===== config.mk =====
export PLATFORM = sky130hd
export DESIGN_NAME = adc_sample_filter
export DESIGN_NICKNAME = d
export VERILOG_FILES = /design/src/rtl/adc_pkg.sv /design/src/rtl/adc_avg_acc.sv /design/src/rtl/adc_sample_filter.sv
export SDC_FILE = /design/constraint.sdc
export NUM_CORES = 1
export LEC_CHECK = 0
export CORE_MARGIN = 8
export CORE_UTILIZATION = 60
export CTS_BUF_LIST = sky130_fd_sc_hd__clkbuf_4
export DETAILED_ROUTE_END_ITERATION = 16
export PLACE_DENSITY = 0.86
export REMOVE_ABC_BUFFERS = 1
export SYNTH_ARGS = -nofsm -noshare
export SYNTH_HDL_FRONTEND = slang
export SYNTH_SLANG_ARGS = --single-unit

===== constraint.sdc =====
create_clock -name clk -period 7.8 [get_ports clk]
set_input_delay 1.56 -clock clk [delete_from_list [all_inputs] [get_ports clk]]
set_output_delay 1.56 -clock clk [all_outputs]
set_load 0.02 [all_outputs]

===== src/rtl/adc_pkg.sv =====
// Shared types and default timing for the ADC sample filter.
// Defaults assume a 24 MHz system clock, a 1.2 MHz ADC sclk and 100 kS/s sampling.
package adc_pkg;

  localparam int unsigned ADC_WIDTH      = 12;

  localparam int unsigned CLK_HZ         = 24_000_000;
  localparam int unsigned ADC_SCLK_HZ    = 1_200_000;
  localparam int unsigned SAMPLE_RATE_HZ = 100_000;

  localparam int unsigned DEF_SAMPLE_PERIOD = CLK_HZ / SAMPLE_RATE_HZ;
  localparam int unsigned DEF_READ_HOLD     = CLK_HZ / ADC_SCLK_HZ;
  localparam int unsigned DEF_CONV_CYCLES   = 200;
  localparam int unsigned DEF_CAL_CYCLES    = 700;
  localparam int unsigned DEF_AVG_LOG2      = 2;

  typedef enum logic [2:0] {
    ST_IDLE,
    ST_READ,
    ST_CONV,
    ST_CAPTURE,
    ST_GAP,
    ST_RECAL,
    ST_CALWAIT
  } adc_state_e;

endpackage


===== src/rtl/adc_avg_acc.sv =====
// Block averager: accumulates 2^AVG_LOG2 samples, publishes the truncated mean
// and latches a sticky fault when a new mean falls outside the thresholds.
module adc_avg_acc
  import adc_pkg::*;
#(
  parameter int unsigned AVG_LOG2 = DEF_AVG_LOG2
) (
  input  logic                 clk,
  input  logic                 reset,
  input  logic                 clear,
  input  logic                 capture,
  input  logic                 fault_clear,
  input  logic [ADC_WIDTH-1:0] sample,
  input  logic [ADC_WIDTH-1:0] thr_high,
  input  logic [ADC_WIDTH-1:0] thr_low,
  output logic [ADC_WIDTH-1:0] avg_value,
  output logic                 avg_valid,
  output logic                 fault
);

  localparam int unsigned ACC_W = ADC_WIDTH + AVG_LOG2;
  localparam int unsigned CNT_W = AVG_LOG2 + 1;
  localparam int unsigned BLOCK = 1 << AVG_LOG2;

  logic [ACC_W-1:0]     acc;
  logic [CNT_W-1:0]     cnt;
  logic [ACC_W-1:0]     acc_sum_c;
  logic [ADC_WIDTH-1:0] avg_new_c;
  logic                 block_done_c;
  logic                 out_of_range_c;

  // Running sum including the sample being captured this cycle.
  always_comb begin
    acc_sum_c      = acc + ACC_W'(sample);
    avg_new_c      = ADC_WIDTH'(acc_sum_c >> AVG_LOG2);
    block_done_c   = capture && !clear && (cnt == CNT_W'(BLOCK - 1));
    out_of_range_c = (avg_new_c > thr_high) || (avg_new_c < thr_low);
  end

  always_ff @(posedge clk) begin
    if (reset) begin
      acc       <= '0;
      cnt       <= '0;
      avg_value <= '0;
      avg_valid <= 1'b0;
      fault     <= 1'b0;
    end else begin
      avg_valid <= 1'b0;
      if (clear) begin
        acc <= '0;
        cnt <= '0;
      end else if (block_done_c) begin
        acc       <= '0;
        cnt       <= '0;
        avg_value <= avg_new_c;
        avg_valid <= 1'b1;
      end else if (capture) begin
        acc <= acc_sum_c;
        cnt <= cnt + CNT_W'(1);
      end
      // A new violation outranks a coincident clear.
      if (block_done_c && out_of_range_c) begin
        fault <= 1'b1;
      end else if (fault_clear) begin
        fault <= 1'b0;
      end
    end
  end

endmodule


===== src/rtl/adc_sample_filter.sv =====
// Paces ADC conversions at a fixed period, feeds captured results to the block
// averager, and slots recalibration requests between conversions.
module adc_sample_filter
  import adc_pkg::*;
#(
  parameter int unsigned SAMPLE_PERIOD = DEF_SAMPLE_PERIOD,
  parameter int unsigned READ_HOLD     = DEF_READ_HOLD,
  parameter int unsigned CONV_CYCLES   = DEF_CONV_CYCLES,
  parameter int unsigned CAL_CYCLES    = DEF_CAL_CYCLES,
  parameter int unsigned AVG_LOG2      = DEF_AVG_LOG2
) (
  input  logic                 clk,
  input  logic                 reset,
  input  logic                 enable,
  input  logic                 recal_req,
  input  logic                 fault_clear,
  input  logic [ADC_WIDTH-1:0] thr_high,
  input  logic [ADC_WIDTH-1:0] thr_low,
  input  logic [ADC_WIDTH-1:0] adc_value,
  output logic                 adc_read,
  output logic                 adc_recalibrate,
  output logic [ADC_WIDTH-1:0] avg_value,
  output logic                 avg_valid,
  output logic                 fault,
  output logic                 busy
);

  localparam int unsigned HOLD_CONV_MAX = (READ_HOLD > CONV_CYCLES) ? READ_HOLD : CONV_CYCLES;
  localparam int unsigned TMR_MAX       = (HOLD_CONV_MAX > CAL_CYCLES) ? HOLD_CONV_MAX : CAL_CYCLES;
  localparam int unsigned TMR_W         = $clog2(TMR_MAX + 1);
  localparam int unsigned PER_W         = $clog2(SAMPLE_PERIOD + 1);

  adc_state_e       state;
  logic [TMR_W-1:0] tmr;
  logic [PER_W-1:0] per_cnt;
  logic             recal_pending;
  logic             clear_c;
  logic             capture_c;

  // Partial blocks are dropped whenever sampling pauses or the ADC recalibrates.
  always_comb begin
    clear_c   = (state == ST_IDLE) || (state == ST_RECAL);
    capture_c = (state == ST_CAPTURE);
  end

  always_ff @(posedge clk) begin
    if (reset) begin
      state           <= ST_IDLE;
      tmr             <= '0;
      per_cnt         <= '0;
      recal_pending   <= 1'b0;
      adc_read        <= 1'b0;
      adc_recalibrate <= 1'b0;
      busy            <= 1'b0;
    end else begin
      // per_cnt counts cycles since the last read start and parks at the period end.
      if (per_cnt != PER_W'(SAMPLE_PERIOD - 1)) begin
        per_cnt <= per_cnt + PER_W'(1);
      end
      tmr <= tmr + TMR_W'(1);

      case (state)
        ST_IDLE: begin
          tmr  <= '0;
          busy <= 1'b0;
          if (recal_pending) begin
            state           <= ST_RECAL;
            adc_recalibrate <= 1'b1;
            recal_pending   <= 1'b0;
            busy            <= 1'b1;
          end else if (enable) begin
            state    <= ST_READ;
            adc_read <= 1'b1;
            per_cnt  <= '0;
            busy     <= 1'b1;
          end
        end
        ST_READ: begin
          if (tmr == TMR_W'(READ_HOLD - 1)) begin
            state    <= ST_CONV;
            adc_read <= 1'b0;
            tmr      <= '0;
          end
        end
        ST_CONV: begin
          if (tmr == TMR_W'(CONV_CYCLES - 1)) begin
            state <= ST_CAPTURE;
            tmr   <= '0;
          end
        end
        ST_CAPTURE: begin
          state <= ST_GAP;
        end
        ST_GAP: begin
          if (per_cnt == PER_W'(SAMPLE_PERIOD - 1)) begin
            tmr <= '0;
            if (recal_pending) begin
              state           <= ST_RECAL;
              adc_recalibrate <= 1'b1;
              recal_pending   <= 1'b0;
            end else if (enable) begin
              state    <= ST_READ;
              adc_read <= 1'b1;
              per_cnt  <= '0;
            end else begin
              state <= ST_IDLE;
              busy  <= 1'b0;
            end
          end
        end
        ST_RECAL: begin
          if (tmr == TMR_W'(READ_HOLD - 1)) begin
            state           <= ST_CALWAIT;
            adc_recalibrate <= 1'b0;
            tmr             <= '0;
          end
        end
        ST_CALWAIT: begin
          if (tmr == TMR_W'(CAL_CYCLES - 1)) begin
            state <= ST_IDLE;
            busy  <= 1'b0;
            tmr   <= '0;
          end
        end
        default: begin
          state           <= ST_IDLE;
          adc_read        <= 1'b0;
          adc_recalibrate <= 1'b0;
          busy            <= 1'b0;
        end
      endcase

      // Requests arriving at any time (including during RECAL entry) are remembered.
      if (recal_req) begin
        recal_pending <= 1'b1;
      end
    end
  end

  adc_avg_acc #(
    .AVG_LOG2(AVG_LOG2)
  ) u_avg_acc (
    .clk        (clk),
    .reset      (reset),
    .clear      (clear_c),
    .capture    (capture_c),
    .fault_clear(fault_clear),
    .sample     (adc_value),
    .thr_high   (thr_high),
    .thr_low    (thr_low),
    .avg_value  (avg_value),
    .avg_valid  (avg_valid),
    .fault      (fault)
  );

endmodule


==> flow_metrics.tcl, run 1 <==
set metrics [dict create \
    global_route.overflow_total 0 \
    worstSkewPairLatency_ns 0.39 \
    grt_antenna_before_repair 0 \
    synth_flop_cell "dfxtp_1" \
    dp_hpwl_mm 6.50 \
    cts_hold_buf 0 \
    finalCriticalPeriod_ns 4.21 \
    ff2ff_path_depth 14 \
    syn_area_per_cell_sq_um 7.99 \
    power.clock.fraction 0.190 \
    finalWeightedCongestion 0.912 \
    dr.first_iter.drc_count 198 \
    critPathRequiredTime_ns 8.11 \
    clock_tree.root_cell "clkbuf_4" \
    synthesis.instances 455 \
    drv_cap 0 \
    synth_enable_flop_cells 0 \
    drive_above_1_share 0.0319 \
    num-nets-final 582 \
    placeableCoreArea_sq_um 5890 \
    post_drt_via_cell_ratio 5.74 \
    synth_area_leader_cell "dfxtp_1" \
    grt_setup_unrepaired "no" \
    cts_tree "done" \
    cts_made_buffers 5 \
    num_rows 28 \
    post-cts-setup-buffers 0 \
    syn2layout_area_growth_pct 18.1 \
    cp_max_fo 4 \
    slew_headroom 0.267 \
    critical_path.reg2reg.endpoint "u_avg_acc.fault" \
    drt-total-wl_mm 8.48 \
    internal_power_w 0.000451 \
    synthDistinctLibCells 52 \
    cts.repair.resized 0 \
    reg2reg_slack_ns 4.85 \
    timing_hold_violations_final 0 \
    remaining_drc_errors 0 \
    max_slew.worst_pin.slew_ns 1.10 \
    arrival_ns 4.52 \
    setup.worst_path.class "in2reg" \
    p_sw_frac 0.379 \
    dr_total_vias 3314 \
    setup_tns_ns 0 \
    setup.worst_path.start_class "primary input" \
    yosysWarningCount 0 \
    run_status "complete, no violations" \
    synth.top_cells.by_area "dfxtp_1 31%, ha_1 13%, a21oi_1 6.9%" \
    final_min_period_over_clock_period 0.540 \
    synthesis.area_sq_um 3640 \
    sequential_share_of_the_synthesized_area 0.308 \
    critical_path.cell_chain "clkdlybuf4s50_1 > ha_1 > a21o_1 > a21oi_1 > a21oi_1 > o21bai_1 > nand2_1 > xor2_1 > ha_1 > a21oi_1 > nor2b_1 > o21ai_0 > o2111ai_1 > o2bb2ai_1" \
    crit_path_top_delay_cell "clkdlybuf4s50_1" \
    timing.clock.skew_ns 0.00780 \
    maxClockFrequency_ghz 0.237 \
    power_switching_w 0.000275 \
    p_total_w 0.000726 \
    critical-path-top-cell-by-count "a21oi_1" \
    die_area_sq_um 8810 \
    grt_pass1_vias 3264 \
    die-height_um 93.9 \
    setup_viol_count_final 0 \
    initial_utilization 0.618 \
    cellLeakagePower_nw 1.79 \
    clockBufferDepth 2 \
    synth_seq_cells 56 \
    report.final.slew_viol_count 0 \
    track_usage 0.198 \
    boundaryPins 58 \
    num_antenna_cells 0 \
    critical_path_sink "u_avg_acc.fault" \
    power_density_nw_per_um2 169 \
    vdd_drop_max_v 0.000115 \
    drtAntennaViolNets 0 \
    critical_path.startpoint "adc_value[3]" \
    cpPeakStageDelay_ns 0.42 \
    power_frac_seq 0.475 \
    maximum_number_of_pins_on_one_net_before_global_route_repair 32 \
    ys_async_sr_fraction 0 \
    worst_hold_path_type "reg2reg" \
    drt-wirelength-per-cell_um 14.7 \
    crit_path_end_kind "register" \
    dr.pass1.iters 4 \
    worst_r2r_start "u_avg_acc.acc[0]" \
    logic_pwr_share 0.335 \
    clk_pin_slew_worst_paths_ns 0.17 \
    fp.dieW_um 93.9 \
    grt_first_pass_wirelength_mm 14.4 \
    clock_sinks 56 \
    top_cell_type_s_share_of_synthesized_area 0.308 \
    cts.htree.levels 2 \
    numPortBuffers 57 \
]
==> sequential cells by signal, indices dropped and copies added (netlist names) <==
signal	flops
u_avg_acc.fault	1
tmr	10
adc_read	1
per_cnt	8
recal_pending	1
u_avg_acc.cnt	3
u_avg_acc.avg_valid	1
state	3
u_avg_acc.avg_value	12
busy	1
adc_recalibrate	1
u_avg_acc.acc	14
==> cells in the final DEF, fill, tap and decap left out, types with 2 or more instances in the layout <==
| cell | netlist | final |
|---|---|---|
| nand4_1 | 8 | 8 |
| mux2i_1 | 2 | 2 |
| nor2_1 | 38 | 38 |
| a211oi_1 | 5 | 5 |
| o21bai_1 | 2 | 2 |
| a21o_1 | 9 | 9 |
| a31oi_1 | 3 | 3 |
| nand4b_1 | 2 | 2 |
| or3_1 | 6 | 6 |
| nand3b_1 | 7 | 7 |
| o21a_1 | 3 | 3 |
| nor3b_1 | 3 | 3 |
| xor2_1 | 12 | 12 |
| clkbuf_4 | 0 | 5 |
| a31o_1 | 2 | 2 |
| ha_1 | 39 | 39 |
| and2_1 | 3 | 3 |
| nand2b_1 | 8 | 8 |
| clkdlybuf4s50_1 | 0 | 57 |
| and3_1 | 7 | 7 |
| o21ai_0 | 11 | 11 |
| o2111ai_1 | 2 | 2 |
| inv_1 | 33 | 33 |
| a2111o_1 | 4 | 4 |
| nor2b_1 | 9 | 9 |
| o31ai_1 | 3 | 3 |
| xnor2_1 | 10 | 10 |
| nand3_1 | 23 | 23 |
| o21ai_1 | 6 | 6 |
| dfxtp_1 | 56 | 56 |
| a311oi_1 | 2 | 2 |
| nor3_1 | 6 | 6 |
| a21oi_1 | 50 | 50 |
| nand2_1 | 43 | 43 |
| a211o_1 | 2 | 2 |
| buf_4 | 0 | 2 |
==> critical path, delay by kind of cell <==
kind	cells	cell delay [ns]
AO/OA/AOI/OAI	8	1.47
buffers and inverters	1	0.42
adder cells (fa/ha/maj)	2	0.64
XOR/XNOR	1	0.23
AND/OR/NAND/NOR	2	0.19
==> power groups by stage <==
stage | Sequential, W | Combinational [W] | Clock (W)
after global placement | 0.000348 | 0.000235 | 0
after global routing | 0.000351 | 0.000274 | 0.000153
after detailed placement | 0.000350 | 0.000240 | 0
final | 0.000345 | 0.000243 | 0.000138
after CTS | 0.000344 | 0.000242 | 0.000143
after floorplan | 0.000348 | 0.000161 | 0
==> logic make-up after synthesis <==
| logic type | Yosys count | share of synthesized area |
|---|---|---|
| buffers and inverters | 53 | 0.0578 |
| adders and majority gates | 40 | 0.140 |
| DFF | 56 | 0.308 |
| muxes | 2 | 0.00550 |
| AOI/OAI and AO/OA | 114 | 0.201 |
| xor gates and xnor gates | 22 | 0.0530 |
| and+or+nand+nor | 168 | 0.235 |
==> stage by stage <==
step	hold slack [ns]	utilization	std cells	instance area, sq um	worst slack [ns]
floorplan	0.413	-	435	3550	3.87
global placement	0.426	0.719	569	4230	3.25
detailed placement	0.436	0.719	569	4230	3.20
CTS	0.464	0.730	577	4300	3.62
global route	0.492	0.730	577	4300	3.39
finish	0.464	0.730	577	4300	3.59
==> worst min-delay path by stage <==
stage	startpoint	endpoint	slack [ns]	cells after the start
after global placement	tmr[0]	tmr[0]	0.43	1
after floorplan	tmr[0]	tmr[0]	0.41	1
after global routing	u_avg_acc.avg_value[7]	u_avg_acc.avg_value[7]	0.49	2
after detailed placement	tmr[0]	tmr[0]	0.44	1
final	u_avg_acc.avg_value[1]	u_avg_acc.avg_value[1]	0.46	2
after CTS	tmr[0]	tmr[0]	0.46	1
==> cell usage after synthesis (2+ instances only) <==
cell type,instances
nor2b_1,9
o31ai_1,3
or3_1,6
nor2_1,38
nand4_1,8
o21a_1,3
a2111o_1,4
clkbuf_1,10
a31oi_1,3
o21ai_0,11
a31o_1,2
a211oi_1,5
buf_2,9
a21o_1,9
and2_1,3
o21ai_1,6
ha_1,39
mux2i_1,2
nor3b_1,3
a311oi_1,2
o2111ai_1,2
nand2b_1,8
nand3_1,23
nand4b_1,2
xor2_1,12
xnor2_1,10
inv_1,33
o21bai_1,2
and3_1,7
nand3b_1,7
nand2_1,43
a21oi_1,50
dfxtp_1,56
a211o_1,2
nor3_1,6
==> metal layers <==
metal / part of all wire / wire length (um) / global-route usage / vias up
met5: 0 / 0 / 0 / -
met4: 0.011 / 97 / 0.0502 / 0
met3: 0.069 / 587 / 0.0480 / 10
met2: 0.49 / 4160 / 0.345 / 83
met1: 0.43 / 3640 / 0.237 / 1523
li1: - / - / - / 1698
==> cell type report <==
| class | instances | area (sq um) |
|---|---|---|
| multi-input cells | 346 | 2310 |
| fillers | 473 | 1590 |
| flip-flops and latches | 56 | 1120 |
| repair buffers | 59 | 586 |
| inverters | 33 | 124 |
| well taps | 75 | 93.8 |
| clock buffers | 5 | 37.5 |
| clock inverters | 3 | 27.5 |
Note: power is estimated with default switching activity, not from simulation.
==> run 2: changes to the inputs <==
CORE_UTILIZATION = 50   (was 60)
PLACE_DENSITY = 0.76   (was 0.86)
clock period = 3.6 ns   (was 7.8 ns; I/O delays follow)
==> run 2 against run 1 <==
Via count is 3.0% higher. Combinational power rose by 120%. Core utilization decreased by 11 points. Clock power up 110%. Count of clock-buffer cells in the layout grew 2. Total power is 120% higher. Largest cell class unchanged.
==> flow_metrics.tcl, run 2 (synthesis results as in run 1) <==
set metrics [dict create \
    num_rows 31 \
    syn2layout_area_growth_pct 22.3 \
    fp.dieW_um 101 \
    remaining_drc_errors 0 \
    worst_hold_path_type "reg2reg" \
    registers.top_by_ff_count "u_avg_acc.acc" \
    drv_cap 0 \
    final_min_period_over_clock_period 0.927 \
    die_area_sq_um 10300 \
    maxClockFrequency_ghz 0.300 \
    critPathTopFamily "compound AO/OA/AOI/OAI gates" \
    setup.worst_path.start_class "primary input" \
    crit_path_top_delay_cell "clkdlybuf4s50_1" \
    cpPeakStageDelay_ns 0.42 \
    die-height_um 101 \
    reg2reg_slack_ns 0.70 \
    cts_tree "done" \
    worst_path_buf_inv 1 \
    critical-path-top-cell-by-count "a21oi_1" \
    vdd_drop_max_v 0.000205 \
    top_regs "u_avg_acc.acc: 14 flops, u_avg_acc.avg_value: 12 flops, tmr: 10 flops" \
    clock_tree.root_cell "clkbuf_4" \
    finalWeightedCongestion 0.872 \
    timing.clock.skew_ns 0.0144 \
    clockBufferDepth 2 \
    initial_utilization 0.510 \
    critical_path_sink "u_avg_acc.fault" \
    max_slew.worst_pin.slew_ns 0.844 \
    cts.repair.resized 0 \
    finalCriticalPeriod_ns 3.34 \
    drtAntennaViolNets 0 \
    mostFrequentLayoutCell "clkdlybuf4s50_1" \
    p_total_w 0.00157 \
    dr.pass1.iters 4 \
    worstSkewPairLatency_ns 0.38 \
    post_drt_via_cell_ratio 5.52 \
    grt_setup_unrepaired "no" \
    timing_hold_violations_final 0 \
    critPathRequiredTime_ns 3.88 \
    dp_hpwl_mm 6.71 \
    pre_cts_slack_ns -0.127 \
    drt-wirelength-per-cell_um 14.2 \
    crit_path_end_kind "register" \
    cts.htree.levels 2 \
    boundaryPins 58 \
    grt_antenna_before_repair 0 \
    num-nets-final 599 \
    dr.first_iter.drc_count 184 \
    setup_viol_count_final 0 \
    power_density_nw_per_um2 354 \
    report.final.slew_viol_count 0 \
    drive_above_1_share 0.0636 \
    arrival_ns 3.61 \
    run_status "complete, no violations" \
    num_antenna_cells 0 \
    cp_max_fo 4 \
    ff2ff_path_depth 13 \
    global_route.overflow_total 0 \
    most-common-layout-cells "57 x clkdlybuf4s50_1, 56 x dfxtp_1, 50 x a21oi_1, 43 x nand2_1, 39 x ha_1" \
    critical_path.reg2reg.endpoint "u_avg_acc.fault" \
    placeableCoreArea_sq_um 7140 \
    drt-total-wl_mm 8.75 \
    critical_path.cell_chain "clkdlybuf4s50_1 > ha_1 > a21o_1 > a21oi_1 > a21oi_1 > o21bai_1 > nand2_1 > xor2_1 > ha_1 > a21oi_1 > nor2b_1 > o21ai_0 > o2111ai_1 > o2bb2ai_1" \
    grt_pass1_vias 3311 \
    worst_path_depth 14 \
    number_of_flip_flops_in_the_largest_register 14 \
    clk_pin_slew_worst_paths_ns 0.15 \
    worst_r2r_start "u_avg_acc.acc[3]" \
    cts_made_buffers 5 \
    critical_path.startpoint "adc_value[3]" \
    clock_sinks 56 \
    maximum_number_of_pins_on_one_net_before_global_route_repair 31 \
    slew_headroom 0.435 \
    setup.worst_path.class "in2reg" \
    numPortBuffers 57 \
    post-route-worst-setup-slack_ns 0.261 \
    cts_hold_buf 0 \
    grt_first_pass_wirelength_mm 15.1 \
    post-cts-setup-buffers 0 \
    track_usage 0.178 \
    cellLeakagePower_nw 1.87 \
    dr_total_vias 3414 \
]
[run 2: changes by cell type in the layout (fill, tap and decap cells not counted), sizes merged]
cell      before  now
buf            2   19
clkbuf         5    7
clkinvlp       1    0
inv           34   33
[run 2: cell type report]
cell class / count / area [sq um]
Clock inverter: 1 / 8.76
Inverter: 33 / 124
Tap cell: 99 / 124
Multi-Input combinational cell: 346 / 2310
Sequential cell: 56 / 1120
Clock buffer: 7 / 52.6
Timing Repair Buffer: 76 / 713
Fill cell: 660 / 2690
[run 2: how the worst min path moves through the flow]
| stage | start | end | cells after the start |
|---|---|---|---|
| floorplan | tmr[0] | tmr[0] | 1 |
| global placement | tmr[0] | tmr[0] | 1 |
| detailed placement | tmr[0] | tmr[0] | 1 |
| CTS | tmr[0] | tmr[0] | 1 |
| global route | u_avg_acc.acc[9] | u_avg_acc.acc[9] | 2 |
| finish | tmr[0] | tmr[0] | 1 |
[run 2: routing by layer]
metal	global-route usage	vias to the layer above	routed length, um
met5	0	-	0
li1	-	1730	-
met2	0.304	65	4100
met3	0.0302	11	427
met1	0.226	1608	4100
met4	0.0481	0	117
[run 2: where the power goes]
part	switching, W	leakage [nW]	internal, W	total, W
clock network	0.000191	0.0363	0.0000942	0.000285
registers	0.0000791	0.453	0.000667	0.000746
logic	0.000304	1.38	0.000239	0.000543
total	0.000574	1.87	0.00100	0.00157
[run 2: per-stage QoR]
stage	area, sq um	setup TNS, ns	utilization	cells	hold slack [ns]
2_1_floorplan	3550	0	-	435	0.413
3_3_place_gp	4380	-0.0695	0.614	609	0.423
3_5_place_dp	4380	-0.127	0.614	609	0.434
4_1_cts	4440	0	0.622	617	0.458
5_1_grt	4450	0	0.623	618	0.486
6_report	4450	0	0.623	618	0.455
==> run 3: changes to the inputs <==
CORE_MARGIN = not set   (was 8)
CORE_UTILIZATION = 35   (was 50)
PLACE_DENSITY = 0.56   (was 0.76)
==> run 3 against run 2 <==
Fmax rose by 0.91%. Non-clock buffer count is 9 higher. Sequential power barely moved. Core utilization down 16 points. Worst hold slack better by 0.0019 ns. Combinational power rose by 2%. Highest routed layer unchanged. Sequential share of layout area decreased by 0.57 points. Count of clock-buffer cells in the layout shrank 2. Clock power about the same. Sequential cell count unchanged.
==> flow_metrics.tcl, run 3 (synthesis results as in run 1) <==
set metrics [dict create \
    cts.repair.resized 0 \
    grt_setup_unrepaired "no" \
    report.final.slew_viol_count 0 \
    top_regs "u_avg_acc.acc: 14 flops, u_avg_acc.avg_value: 12 flops, tmr: 10 flops" \
    dpl-instance-area_sq_um 4500 \
    multi_input_area_sq_um 2310 \
    setup.worst_path.class "in2reg" \
    setup.worst_path.start_class "primary input" \
    worst_hold_path_type "reg2reg" \
    power_density_nw_per_um2 348 \
    grt_first_pass_wirelength_mm 15.2 \
    maxClockFrequency_ghz 0.302 \
    placed_cells_incl_taps 653 \
    worstSkewPairLatency_ns 0.38 \
    timing.clock.skew_ns 0.0184 \
    finalCriticalPeriod_ns 3.31 \
    critical_path.reg2reg.endpoint "u_avg_acc.fault" \
    critical_path_sink "u_avg_acc.fault" \
    track_usage 0.170 \
    final_min_period_over_clock_period 0.919 \
    ff2ff_path_depth 14 \
    dp_hpwl_mm 6.90 \
    dr.first_iter.drc_count 105 \
    global_route.overflow_total 0 \
    cellLeakagePower_nw 1.91 \
    die_area_sq_um 10800 \
    drv_cap 0 \
    cp_max_fo 5 \
    crit_path_end_kind "register" \
    max_slew.worst_pin.slew_ns 0.804 \
    cts_made_buffers 5 \
    clk_pin_slew_worst_paths_ns 0.16 \
    drt-total-wl_mm 8.95 \
    fin_area_sq_um 4550 \
    syn2layout_area_growth_pct 25.2 \
    finish.cell_count_without_fillers 661 \
    drt-wirelength-per-cell_um 13.5 \
    die-height_um 104 \
    grt_pass1_vias 3320 \
    arrival_ns 3.60 \
    fp.dieW_um 104 \
    most-common-layout-cells "57 x clkdlybuf4s50_1, 56 x dfxtp_1, 50 x a21oi_1, 43 x nand2_1, 39 x ha_1" \
    num_rows 36 \
    cts_tree "done" \
    fillCellCount 1014 \
    maximum_number_of_pins_on_one_net_before_global_route_repair 21 \
    numPortBuffers 57 \
    fin_util 0.459 \
    clock_tree.root_cell "clkbuf_4" \
    worst_r2r_start "u_avg_acc.acc[0]" \
    clockBufferDepth 2 \
    dr_total_vias 3333 \
    mostFrequentLayoutCell "clkdlybuf4s50_1" \
    worst_path_buf_inv 2 \
    post_drt_via_cell_ratio 5.04 \
    critPathTopFamily "compound AO/OA/AOI/OAI gates" \
    run_status "complete, no violations" \
    cts_hold_buf 0 \
    dr.pass1.iters 4 \
    placeableCoreArea_sq_um 9910 \
    registers.top_by_ff_count "u_avg_acc.acc" \
    critPathRequiredTime_ns 3.90 \
    critical_path.cell_chain "clkdlybuf4s50_1 > ha_1 > inv_1 > fa_1 > nor2b_1 > o21ai_1 > a21oi_2 > o21ai_1 > nand2_1 > xor2_1 > ha_1 > nor2b_1 > o21ai_0 > o2111ai_1 > o2bb2ai_1" \
    drive_above_1_share 0.0777 \
    num_antenna_cells 0 \
    cts.htree.levels 2 \
    critical_path.startpoint "adc_value[0]" \
    clock_sinks 56 \
    vdd_drop_max_v 0.000184 \
    cpPeakStageDelay_ns 0.46 \
    worst_path_depth 15 \
    crit_path_top_delay_cell "clkdlybuf4s50_1" \
    setup_viol_count_final 0 \
    num-nets-final 608 \
    number_of_flip_flops_in_the_largest_register 14 \
    timing_hold_violations_final 0 \
    finalWeightedCongestion 0.854 \
    post-cts-setup-buffers 0 \
    reg2reg_slack_ns 0.72 \
    boundaryPins 58 \
    p_total_w 0.00158 \
    grt_antenna_before_repair 0 \
    initial_utilization 0.367 \
    drtAntennaViolNets 0 \
    remaining_drc_errors 0 \
    final-seq-area_sq_um 1120 \
    slew_headroom 0.463 \
]
-- run 3: changes by cell type in the layout (fill, tap and decap cells not counted), sizes merged --
cell,previous run,this run
buf,19,28
clkbuf,7,5
clkinv,1,2
inv,33,34
-- run 3: how the worst min path moves through the flow --
stage                       endpoint  cells after the start  slack [ns]             start
finish                        tmr[0]                      1        0.46            tmr[0]
global route        u_avg_acc.acc[7]                      2        0.50  u_avg_acc.acc[7]
CTS                           tmr[0]                      1        0.47            tmr[0]
detailed placement            tmr[0]                      1        0.45            tmr[0]
global placement              tmr[0]                      1        0.42            tmr[0]
floorplan                     tmr[0]                      1        0.41            tmr[0]
-- run 3: final cells by class --
class	instances	share of cell area
clock inverters	3	0.00385
well taps	133	0.0365
inverters	33	0.0272
multi-input cells	346	0.506
flip-flops and latches	56	0.246
clock buffers	5	0.00824
repair buffers	85	0.171
-- run 3: worst register-to-register path: stages (launching register included) --
cell	delay, ns
dfxtp_1	0.37
ha_1	0.16
inv_1	0.05
fa_1	0.39
nor2b_1	0.13
o21ai_1	0.11
a21oi_2	0.28
o21ai_1	0.14
nand2_1	0.11
xor2_1	0.21
ha_1	0.27
nor2b_1	0.13
o21ai_0	0.16
o2111ai_1	0.15
o2bb2ai_1	0.14
-- run 3: per-layer routing --
layer  share of wire  vias up  wire length, um  GRT usage
met2            0.46       50             4150      0.303
met5               0        -                0          0
met1            0.49     1530             4380      0.222
li1                -     1749                -          -
met4          0.0047        0               42     0.0276
met3           0.042        4              373     0.0219
-- run 3: stage by stage --
stage,setup slack (ns),hold slack [ns],TNS [ns]
finish,0.292,0.457,0
global placement,-0.0413,0.425,-0.0413
detailed placement,-0.104,0.449,-0.104
global route,0.0788,0.496,0
CTS,0.303,0.470,0
floorplan,0.513,0.413,0
-- run 3: power breakdown --
part / leakage [nW] / internal [W] / switching [W]
registers: 0.453 / 0.000667 / 0.0000792
clock network: 0.0330 / 0.0000762 / 0.000207
logic: 1.42 / 0.000247 / 0.000307
